`config.mk`:
```
export PLATFORM = sky130hd
export DESIGN_NAME = eth_rx_fcs_check_flat
export DESIGN_NICKNAME = d
export VERILOG_FILES = /design/src/rtl/eth_rx_fcs_check_pkg.sv /design/src/rtl/eth_rx_fcs_check_if.sv /design/src/rtl/eth_rx_fcs_check_crc32.sv /design/src/rtl/eth_rx_fcs_check.sv /design/src/flat_wrapper.sv
export SDC_FILE = /design/constraint.sdc
export NUM_CORES = 1
export LEC_CHECK = 0
export CAP_MARGIN = 20
export CORE_MARGIN = 2
export CORE_UTILIZATION = 55
export DETAILED_ROUTE_END_ITERATION = 7
export PLACE_DENSITY = 0.74
export SLEW_MARGIN = 15
export SYNTH_ARGS = -nofsm -noshare
export SYNTH_HDL_FRONTEND = slang
export SYNTH_SLANG_ARGS = --single-unit
```
`constraint.sdc`:
```
create_clock -name clock -period 8.1 [get_ports clock]
set_clock_uncertainty 0.15 [all_clocks]
set_input_delay 0.81 -clock clock [delete_from_list [all_inputs] [get_ports clock]]
set_output_delay 0.81 -clock clock [all_outputs]
set_load 0.02 [all_outputs]
```
`src/rtl/eth_rx_fcs_check_pkg.sv`:
```
// eth_rx_pkg: shared types and constants for the receive-side Ethernet
// frame checker.
//   rx_state_e    : frame checker FSM states
//   ETH_PREAMBLE  : preamble byte (0x55)
//   ETH_SFD       : start-of-frame delimiter byte (0xD5)
//   ETH_FCS_BYTES : FCS length in bytes, also the depth of the delay line
//   FRAME_LEN_W   : width of the reported payload length
//   crc32_update  : one byte step of the reflected Ethernet CRC-32
package eth_rx_pkg;

  typedef enum logic [1:0] {
    ST_IDLE,
    ST_PREAMBLE,
    ST_DATA,
    ST_DROP
  } rx_state_e;

  localparam logic [7:0]  ETH_PREAMBLE  = 8'h55;
  localparam logic [7:0]  ETH_SFD       = 8'hD5;
  localparam int          ETH_FCS_BYTES = 4;
  localparam int          FRAME_LEN_W   = 11;
  localparam logic [31:0] CRC32_POLY    = 32'hEDB88320;

  // Bytes enter LSB first, so the bit-reversed polynomial is shifted right.
  function automatic logic [31:0] crc32_update(input logic [31:0] crc,
                                               input logic [7:0]  data);
    logic [31:0] c;
    c = crc ^ {24'h000000, data};
    for (int i = 0; i < 8; i++) begin
      c = c[0] ? ((c >> 1) ^ CRC32_POLY) : (c >> 1);
    end
    return c;
  endfunction

endpackage

```
`src/rtl/eth_rx_fcs_check_if.sv`:
```
// eth_rx_fcs_check_if: byte stream from the PHY receiver plus the payload
// stream and per-frame status presented to the packet parser.
//   rx_dv, rx_er, rx_data    : PHY byte stream (frame envelope, error, byte)
//   out_valid/out_sof/out_data : payload bytes with the FCS stripped
//   frame_done + status      : one-cycle strobe with frame_ok, fcs_err,
//                              len_err, phy_err and frame_len
//   bad_count                : saturating count of bad frames
// modport master: the side feeding the PHY bytes and consuming results.
// modport slave : the frame checker itself.
interface eth_rx_fcs_check_if;
  import eth_rx_pkg::*;

  logic                   rx_dv;
  logic                   rx_er;
  logic [7:0]             rx_data;
  logic                   out_valid;
  logic                   out_sof;
  logic [7:0]             out_data;
  logic                   frame_done;
  logic                   frame_ok;
  logic                   fcs_err;
  logic                   len_err;
  logic                   phy_err;
  logic [FRAME_LEN_W-1:0] frame_len;
  logic [15:0]            bad_count;

  modport master (
    output rx_dv, rx_er, rx_data,
    input  out_valid, out_sof, out_data, frame_done, frame_ok,
           fcs_err, len_err, phy_err, frame_len, bad_count
  );

  modport slave (
    input  rx_dv, rx_er, rx_data,
    output out_valid, out_sof, out_data, frame_done, frame_ok,
           fcs_err, len_err, phy_err, frame_len, bad_count
  );

endinterface

```
`src/rtl/eth_rx_fcs_check_crc32.sv`:
```
// crc32: running Ethernet CRC-32 over a byte stream.
//   clock, reset_n : byte clock, asynchronous active-low reset
//   clear          : 1 = restart (register preset to all ones)
//   data           : byte folded in on each cycle with clear = 0
//   result         : complemented CRC including the current data byte,
//                    byte k of result is FCS byte k on the wire
module crc32
  import eth_rx_pkg::*;
(
  input  logic        clock,
  input  logic        reset_n,
  input  logic        clear,
  input  logic [7:0]  data,
  output logic [31:0] result
);

  logic [31:0] crc_q;
  logic [31:0] crc_next;

  assign crc_next = crc32_update(crc_q, data);
  assign result   = ~crc_next;

  // Running remainder; preset while cleared so the next frame starts fresh.
  always_ff @(posedge clock or negedge reset_n) begin
    if (!reset_n) begin
      crc_q <= 32'hFFFFFFFF;
    end else if (clear) begin
      crc_q <= 32'hFFFFFFFF;
    end else begin
      crc_q <= crc_next;
    end
  end

endmodule

```
`src/rtl/eth_rx_fcs_check.sv`:
```
// eth_rx_fcs_check: strips preamble/SFD, forwards payload with the FCS
// removed, checks FCS and length, and issues one status strobe per frame.
//   clock, reset_n : byte clock, asynchronous active-low reset
//   bus (slave)    : PHY byte input, payload output, frame status
//   MIN_LEN/MAX_LEN: legal frame length range in bytes, FCS included
// Optional: define FCS_CHECK_ERR_COUNT_EN to build the saturating bad-frame
// counter on bus.bad_count; otherwise bad_count is tied to zero.
module eth_rx_fcs_check
  import eth_rx_pkg::*;
#(
  parameter int MIN_LEN = 64,
  parameter int MAX_LEN = 1518
) (
  input logic               clock,
  input logic               reset_n,
  eth_rx_fcs_check_if.slave bus
);

  localparam logic [FRAME_LEN_W-1:0] FWD_LIMIT   = FRAME_LEN_W'(MAX_LEN - ETH_FCS_BYTES);
  localparam logic [FRAME_LEN_W-1:0] MIN_PAYLOAD = FRAME_LEN_W'(MIN_LEN - ETH_FCS_BYTES);
  localparam logic [FRAME_LEN_W-1:0] LEN_SAT     = '1;
  localparam logic [2:0]             FILL_FULL   = 3'(ETH_FCS_BYTES);

  rx_state_e              state_q, state_d;
  logic                   after_reset_q;
  logic                   seen_pre_q;
  logic [7:0]             d0_q, d1_q, d2_q, d3_q;
  logic [2:0]             fill_q;
  logic [FRAME_LEN_W-1:0] len_q;
  logic                   match_q;
  logic                   phy_q;
  logic                   enter_data, end_frame, push, payload, fwd;
  logic                   fcs_bad, len_bad, frame_bad;
  logic                   crc_clear;
  logic [31:0]            crc_result;

  logic                   out_valid_q, out_sof_q, frame_done_q, frame_ok_q;
  logic                   fcs_err_q, len_err_q, phy_err_q;
  logic [7:0]             out_data_q;
  logic [FRAME_LEN_W-1:0] frame_len_q;

  // The oldest delay-line byte is payload only once four newer bytes exist,
  // so the last four bytes of every frame never reach the CRC or output.
  assign push      = (state_q == ST_DATA) && bus.rx_dv;
  assign end_frame = (state_q == ST_DATA) && !bus.rx_dv;
  assign payload   = push && (fill_q == FILL_FULL);
  assign fwd       = payload && (len_q < FWD_LIMIT);
  assign crc_clear = !payload;
  assign fcs_bad   = !match_q || (fill_q != FILL_FULL);
  assign len_bad   = (len_q < MIN_PAYLOAD) || (len_q > FWD_LIMIT);
  assign frame_bad = fcs_bad | len_bad | phy_q;

  crc32 u_crc32 (
    .clock   (clock),
    .reset_n (reset_n),
    .clear   (crc_clear),
    .data    (d3_q),
    .result  (crc_result)
  );

  // Next-state logic. A frame already in flight when reset is released is
  // dropped whole rather than mis-parsed from its middle.
  always_comb begin
    state_d    = state_q;
    enter_data = 1'b0;
    case (state_q)
      ST_IDLE: begin
        if (bus.rx_dv) state_d = after_reset_q ? ST_DROP : ST_PREAMBLE;
      end
      ST_PREAMBLE: begin
        if (!bus.rx_dv) begin
          state_d = ST_IDLE;
        end else if (bus.rx_data == ETH_PREAMBLE) begin
          state_d = ST_PREAMBLE;
        end else if ((bus.rx_data == ETH_SFD) && seen_pre_q) begin
          state_d    = ST_DATA;
          enter_data = 1'b1;
        end else begin
          state_d = ST_DROP;
        end
      end
      ST_DATA: begin
        if (!bus.rx_dv) state_d = ST_IDLE;
      end
      ST_DROP: begin
        if (!bus.rx_dv) state_d = ST_IDLE;
      end
      default: state_d = ST_IDLE;
    endcase
  end

  // State register plus a one-cycle marker for the first edge after reset.
  always_ff @(posedge clock or negedge reset_n) begin
    if (!reset_n) begin
      state_q       <= ST_IDLE;
      after_reset_q <= 1'b1;
    end else begin
      state_q       <= state_d;
      after_reset_q <= 1'b0;
    end
  end

  // Remembers whether a preamble byte has been seen, including the byte
  // that opened the envelope, so an SFD without preamble is rejected.
  always_ff @(posedge clock or negedge reset_n) begin
    if (!reset_n) begin
      seen_pre_q <= 1'b0;
    end else if (state_q == ST_IDLE) begin
      seen_pre_q <= bus.rx_dv && (bus.rx_data == ETH_PREAMBLE);
    end else if ((state_q == ST_PREAMBLE) && (bus.rx_data == ETH_PREAMBLE)) begin
      seen_pre_q <= 1'b1;
    end
  end

  // Delay line, fill/length counters and the FCS comparison. match_q is
  // refreshed on every payload byte; the last refresh compares the CRC of
  // the full payload against the four bytes that followed it.
  always_ff @(posedge clock or negedge reset_n) begin
    if (!reset_n) begin
      d0_q    <= '0;
      d1_q    <= '0;
      d2_q    <= '0;
      d3_q    <= '0;
      fill_q  <= '0;
      len_q   <= '0;
      match_q <= 1'b0;
      phy_q   <= 1'b0;
    end else if (enter_data) begin
      fill_q  <= '0;
      len_q   <= '0;
      match_q <= 1'b0;
      phy_q   <= 1'b0;
    end else if (push) begin
      d0_q <= bus.rx_data;
      d1_q <= d0_q;
      d2_q <= d1_q;
      d3_q <= d2_q;
      if (fill_q != FILL_FULL) fill_q <= fill_q + 3'd1;
      if (bus.rx_er) phy_q <= 1'b1;
      if (payload) begin
        match_q <= (crc_result == {bus.rx_data, d0_q, d1_q, d2_q});
        if (len_q != LEN_SAT) len_q <= len_q + 1'b1;
      end
    end
  end

  // Registered payload stream and per-frame status strobe.
  always_ff @(posedge clock or negedge reset_n) begin
    if (!reset_n) begin
      out_valid_q  <= 1'b0;
      out_sof_q    <= 1'b0;
      out_data_q   <= '0;
      frame_done_q <= 1'b0;
      frame_ok_q   <= 1'b0;
      fcs_err_q    <= 1'b0;
      len_err_q    <= 1'b0;
      phy_err_q    <= 1'b0;
      frame_len_q  <= '0;
    end else begin
      out_valid_q  <= fwd;
      out_sof_q    <= fwd && (len_q == '0);
      frame_done_q <= end_frame;
      if (payload) out_data_q <= d3_q;
      if (end_frame) begin
        frame_ok_q  <= !frame_bad;
        fcs_err_q   <= fcs_bad;
        len_err_q   <= len_bad;
        phy_err_q   <= phy_q;
        frame_len_q <= len_q;
      end
    end
  end

  assign bus.out_valid  = out_valid_q;
  assign bus.out_sof    = out_sof_q;
  assign bus.out_data   = out_data_q;
  assign bus.frame_done = frame_done_q;
  assign bus.frame_ok   = frame_ok_q;
  assign bus.fcs_err    = fcs_err_q;
  assign bus.len_err    = len_err_q;
  assign bus.phy_err    = phy_err_q;
  assign bus.frame_len  = frame_len_q;

`ifdef FCS_CHECK_ERR_COUNT_EN
  logic [15:0] bad_cnt_q;

  // Counts bad frames in step with the status strobe, sticking at all ones.
  always_ff @(posedge clock or negedge reset_n) begin
    if (!reset_n) begin
      bad_cnt_q <= '0;
    end else if (end_frame && frame_bad && (bad_cnt_q != 16'hFFFF)) begin
      bad_cnt_q <= bad_cnt_q + 16'd1;
    end
  end

  assign bus.bad_count = bad_cnt_q;
`else
  assign bus.bad_count = '0;
`endif

endmodule

```
`src/flat_wrapper.sv`:
```
// flat-port wrapper written by rule: the top's interface ports become plain ports
module eth_rx_fcs_check_flat import eth_rx_pkg::*;
#(
  parameter int MIN_LEN = 64,
  parameter int MAX_LEN = 1518
)
  (clock, reset_n, bus_rx_dv, bus_rx_er, bus_rx_data, bus_out_valid, bus_out_sof, bus_out_data, bus_frame_done, bus_frame_ok, bus_fcs_err, bus_len_err, bus_phy_err, bus_frame_len, bus_bad_count);
  eth_rx_fcs_check_if bus_i ();
  input logic clock;
  input logic reset_n;
  input wire logic [$bits(bus_i.rx_dv)-1:0] bus_rx_dv;
  input wire logic [$bits(bus_i.rx_er)-1:0] bus_rx_er;
  input wire logic [$bits(bus_i.rx_data)-1:0] bus_rx_data;
  output wire logic [$bits(bus_i.out_valid)-1:0] bus_out_valid;
  output wire logic [$bits(bus_i.out_sof)-1:0] bus_out_sof;
  output wire logic [$bits(bus_i.out_data)-1:0] bus_out_data;
  output wire logic [$bits(bus_i.frame_done)-1:0] bus_frame_done;
  output wire logic [$bits(bus_i.frame_ok)-1:0] bus_frame_ok;
  output wire logic [$bits(bus_i.fcs_err)-1:0] bus_fcs_err;
  output wire logic [$bits(bus_i.len_err)-1:0] bus_len_err;
  output wire logic [$bits(bus_i.phy_err)-1:0] bus_phy_err;
  output wire logic [$bits(bus_i.frame_len)-1:0] bus_frame_len;
  output wire logic [$bits(bus_i.bad_count)-1:0] bus_bad_count;
  assign bus_i.rx_dv = bus_rx_dv;
  assign bus_i.rx_er = bus_rx_er;
  assign bus_i.rx_data = bus_rx_data;
  assign bus_out_valid = bus_i.out_valid;
  assign bus_out_sof = bus_i.out_sof;
  assign bus_out_data = bus_i.out_data;
  assign bus_frame_done = bus_i.frame_done;
  assign bus_frame_ok = bus_i.frame_ok;
  assign bus_fcs_err = bus_i.fcs_err;
  assign bus_len_err = bus_i.len_err;
  assign bus_phy_err = bus_i.phy_err;
  assign bus_frame_len = bus_i.frame_len;
  assign bus_bad_count = bus_i.bad_count;
  eth_rx_fcs_check #(.MIN_LEN(MIN_LEN), .MAX_LEN(MAX_LEN)) u_core (.clock(clock), .reset_n(reset_n), .bus(bus_i));
endmodule
```
==> qor_table.md <==
| Item | Reported |
|:---|:---|
| Outcome | finished, final reports clean |
| Number of instances resized during post-cts repair | 0 |
| Arrival time at the worst endpoint | 3690 ps |
| Number of max-capacitance violations reported | 0 |
| Number of buffers inserted by hold repair at cts | 0 |
| Post-detail-place hpwl | 7610 µm |
| Die extent in y | 106 µm |
| Clock transition at the register clock pins on the worst setup and hold paths after CTS | 120 ps |
| Remaining max-slew budget at the tightest pin | 39.4% |
| Overflow left after global routing | 0 |
| Xor/xnor cell area share of the yosys netlist | 23.4% |
| Area of all placed cells without fillers | 6410 µm² |
| Mean post-synth cell area | 10.5 µm² |
| Count of filler cells inserted in the layout | 853 |
| Number of slew-limit violations in the final report | 0 |
| Type of the setup path with the least slack | input pin to register |
| Final Cycle Share | 44.3% |
| Total wirelength of the detailed-routed design | 11100 µm |
| Area growth from synthesis to final layout | 11.3% |
| Number of global-route vias before repair | 3711 |
| GRT Resource Usage Total | 21.3% |
| Clock tree from TritonCTS | done |
| Skew-Pair Late Insertion Delay | 380 ps |
| Global-route wire length before repair | 18700 µm |
| Cell chain of the critical path | clkdlybuf4s50_1 -> and2_1 -> buf_4 -> nand3_1 -> a21oi_1 -> and4b_1 -> xnor2_1 -> nor2_1 |
| Type of origin of the critical path | input pin |
| Total design power | 0.00207 W |
| Clock tree sinks | 110 |
| Synth Cell Area | 5760 µm² |
| Area share of and/or/nand/nor cells after synthesis | 17.6% |
| Setup repair after global routing missed its margin | no |
| Port bufs | 37 |
| Clock tree buffer depth | 2 |
| Setup ws final | 4510 ps |
| Worst slack at placement | 4170 ps |
| Final setup violation count | 0 |
| Sequential-to-total area share from yosys stat | 48.5% |
| Predominant post-synthesis flop cell | sky130_fd_sc_hd__dfrtp_1 |
| Leakage power figure | 2.86 nW |
| Async set-reset flop share out of synthesis | 100% |
| Unique cell type count in the Yosys netlist | 46 |
| Drt initial violations | 185 |
| Share of post-route cells with drive strength above 1 | 14.5% |
| Final weighted congestion in routability-driven placement | 0.841 |
| Net count of the finished layout | 596 |
| Placeable Area | 10200 µm² |
| Pwr Density | 324 nW/µm² |
| Max VDD drop | 0.206 mV |
| Instance area at placement | 6200 µm² |
| Number of routed nets with antenna violations | 0 |
| Hold/Removal Path Class | input pin to async pin |
| Adder-cell share of the synthesized area | 0.869% |
| YS warnings | 0 |
| Number of antenna violations at the first check in global routing | 0 |
| Final hold viol count | 0 |
| Master of the slowest instance on the critical path | sky130_fd_sc_hd__a21oi_1 |
| Routed via count | 3785 |
| Number of primary I/O pins | 54 |
| Multiplexer area fraction after synthesis | 2.91% |
| Highest attainable clock frequency | 0.279 GHz |
| Min Clock Period, post-route | 3590 ps |
| Type of element capturing the critical path | register |
| Required arrival time at the worst endpoint | 8200 ps |
| Synthesized netlist cell count | 546 |
| Buffers inserted by post-CTS timing repair | 0 |
| Largest family of logic cells by synthesized area | XOR/XNOR gates |
| Number of rows created at floorplan | 37 |
| Area enclosed by the die boundary | 11300 µm² |
| Complex-gate fraction of the synthesized area | 2.76% |
| Number of antenna repair diodes | 0 |
| Initial core utilization | 56.3% |
| CTS buffer count | 9 |
| Delay of the slowest critical-path stage | 800 ps |
| H-tree lvl count | 3 |
| Post-synth EDFFs | 0 |
| Total negative setup slack | 0 ps |
| Chip width | 106 µm |
| Detail-routed net length per standard cell | 15.4 µm |
| Root buffer selected by CTS | sky130_fd_sc_hd__clkbuf_8 |
| Post-synthesis sequential element count | 110 |
| Worst-Margin Slew | 908 ps |
| Vias/cell | 5.25 |
| First drt pass iteration count | 4 |
| Maximum fanout along the worst path | 37 |
| Largest net degree at the start of global routing | 90 |
| DR DRC count | 0 |
==> area by class of cell <==
type,count,area [µm²],area share (%)
timing repair buffer,42,409,6.38
clock buffer,9,124,1.93
sequential,110,2790,43.6
multi-input combinational,409,2800,43.7
tap,136,170,2.65
clock inverter,7,78.8,1.23
inverter,8,30.0,0.468
==> registers in the layout, indices dropped and copies added, names as in the netlist, 2 cells and up <==
signal / count
u_core.u_crc32.crc_q: 32
u_core.bus.frame_len: 11
u_core.len_q: 11
u_core.bus.out_data: 8
u_core.d0_q: 8
u_core.d1_q: 8
u_core.d2_q: 8
u_core.d3_q: 8
u_core.fill_q: 3
u_core.state_q: 2
==> worst max-delay path, delay by kind of cell <==
kind                      cells  cell delay (ps)
AOI/OAI and AO/OA             1              800
buffers and inverters         2              950
and+or+nand+nor               4              990
xor gates and xnor gates      1              120
==> report_power, final <==
group	internal [W]	switching, W	total [W]
Combinational	0.000486	0.000517	0.00100
Clock	0.000148	0.000194	0.000342
Sequential	0.000639	0.0000906	0.000729
==> per-layer routing <==
metal	GRT usage, %	share of wire (%)
met2	34.0	48
met5	0	0
met4	7.14	1.2
met3	2.64	4.4
met1	30.5	47
==> logic make-up (layout without fill, tap and decap cells) <==
group | after synthesis | in the layout
xor+xnor | 115 | 115
other cells | 1 | 17
mux | 15 | 15
buf+inv | 43 | 66
flops | 110 | 110
fa+ha+maj | 4 | 4
compound gates | 22 | 22
simple gates | 236 | 236
==> worst paths after layout <==
kind                            cells after the start                               start                                  to  slack, ps
worst max-delay path                                8                           bus_rx_dv         u_core.len_q[9]$_DFFE_PN0P_       4510
worst min-delay path                                1                             reset_n          u_core.d1_q[3]$_DFFE_PN0P_        160
worst max register to register                      8       u_core.state_q[0]$_DFFE_PN0P_         u_core.len_q[9]$_DFFE_PN0P_       4850
worst min register to register                      2  u_core.bus.out_data[3]$_DFFE_PN0P_  u_core.bus.out_data[3]$_DFFE_PN0P_        340
max in group asynchronous                           2                             reset_n  u_core.bus.out_data[1]$_DFFE_PN0P_       6570
min in group clock                                  2  u_core.bus.out_data[3]$_DFFE_PN0P_  u_core.bus.out_data[3]$_DFFE_PN0P_        340
==> cell usage after synthesis, types with 2 or more instances <==
library cell / n / area share (%)
sky130_fd_sc_hd__a21oi_1: 6 / 0.52
sky130_fd_sc_hd__and2_1: 3 / 0.33
sky130_fd_sc_hd__and3_1: 5 / 0.54
sky130_fd_sc_hd__and4_1: 3 / 0.46
sky130_fd_sc_hd__buf_4: 16 / 2.1
sky130_fd_sc_hd__clkbuf_1: 19 / 1.2
sky130_fd_sc_hd__dfrtp_1: 77 / 33
sky130_fd_sc_hd__dfstp_2: 33 / 15
sky130_fd_sc_hd__ha_1: 4 / 0.87
sky130_fd_sc_hd__inv_1: 8 / 0.52
sky130_fd_sc_hd__mux2_2: 14 / 2.7
sky130_fd_sc_hd__nand2_1: 165 / 11
sky130_fd_sc_hd__nand3_1: 11 / 0.96
sky130_fd_sc_hd__nand4_1: 8 / 0.87
sky130_fd_sc_hd__nor2_1: 20 / 1.3
sky130_fd_sc_hd__nor2b_1: 4 / 0.43
sky130_fd_sc_hd__nor3_1: 4 / 0.35
sky130_fd_sc_hd__nor4_1: 3 / 0.33
sky130_fd_sc_hd__o21a_1: 2 / 0.26
sky130_fd_sc_hd__o21ai_0: 4 / 0.35
sky130_fd_sc_hd__o32ai_1: 2 / 0.30
sky130_fd_sc_hd__or3_1: 4 / 0.43
sky130_fd_sc_hd__xnor2_1: 58 / 8.8
sky130_fd_sc_hd__xnor2_2: 5 / 1.4
sky130_fd_sc_hd__xnor2_4: 6 / 2.9
sky130_fd_sc_hd__xnor3_1: 8 / 3.1
sky130_fd_sc_hd__xor2_1: 33 / 5.0
sky130_fd_sc_hd__xor3_1: 3 / 1.2
==> through the flow <==
stage,utilization (%),hold slack [ps],cells
2_1_floorplan,-,312,562
3_3_place_gp,60.6,316,705
3_5_place_dp,60.6,324,705
4_1_cts,62.6,154,721
5_1_grt,62.7,160,721
6_report,62.7,159,721
==> placed cells by master, fill, tap and decap left out, drive strengths merged, types with 11 or more instances in the layout <==
| cell type | instances |
|---|---|
| xor2 | 34 |
| nor2 | 20 |
| inv | 11 |
| dfstp | 33 |
| nand2 | 165 |
| conb | 17 |
| xnor2 | 69 |
| mux2 | 14 |
| nand3 | 11 |
| dfrtp | 77 |
| clkdlybuf4s50 | 36 |
(Power assumes the default switching activity.)
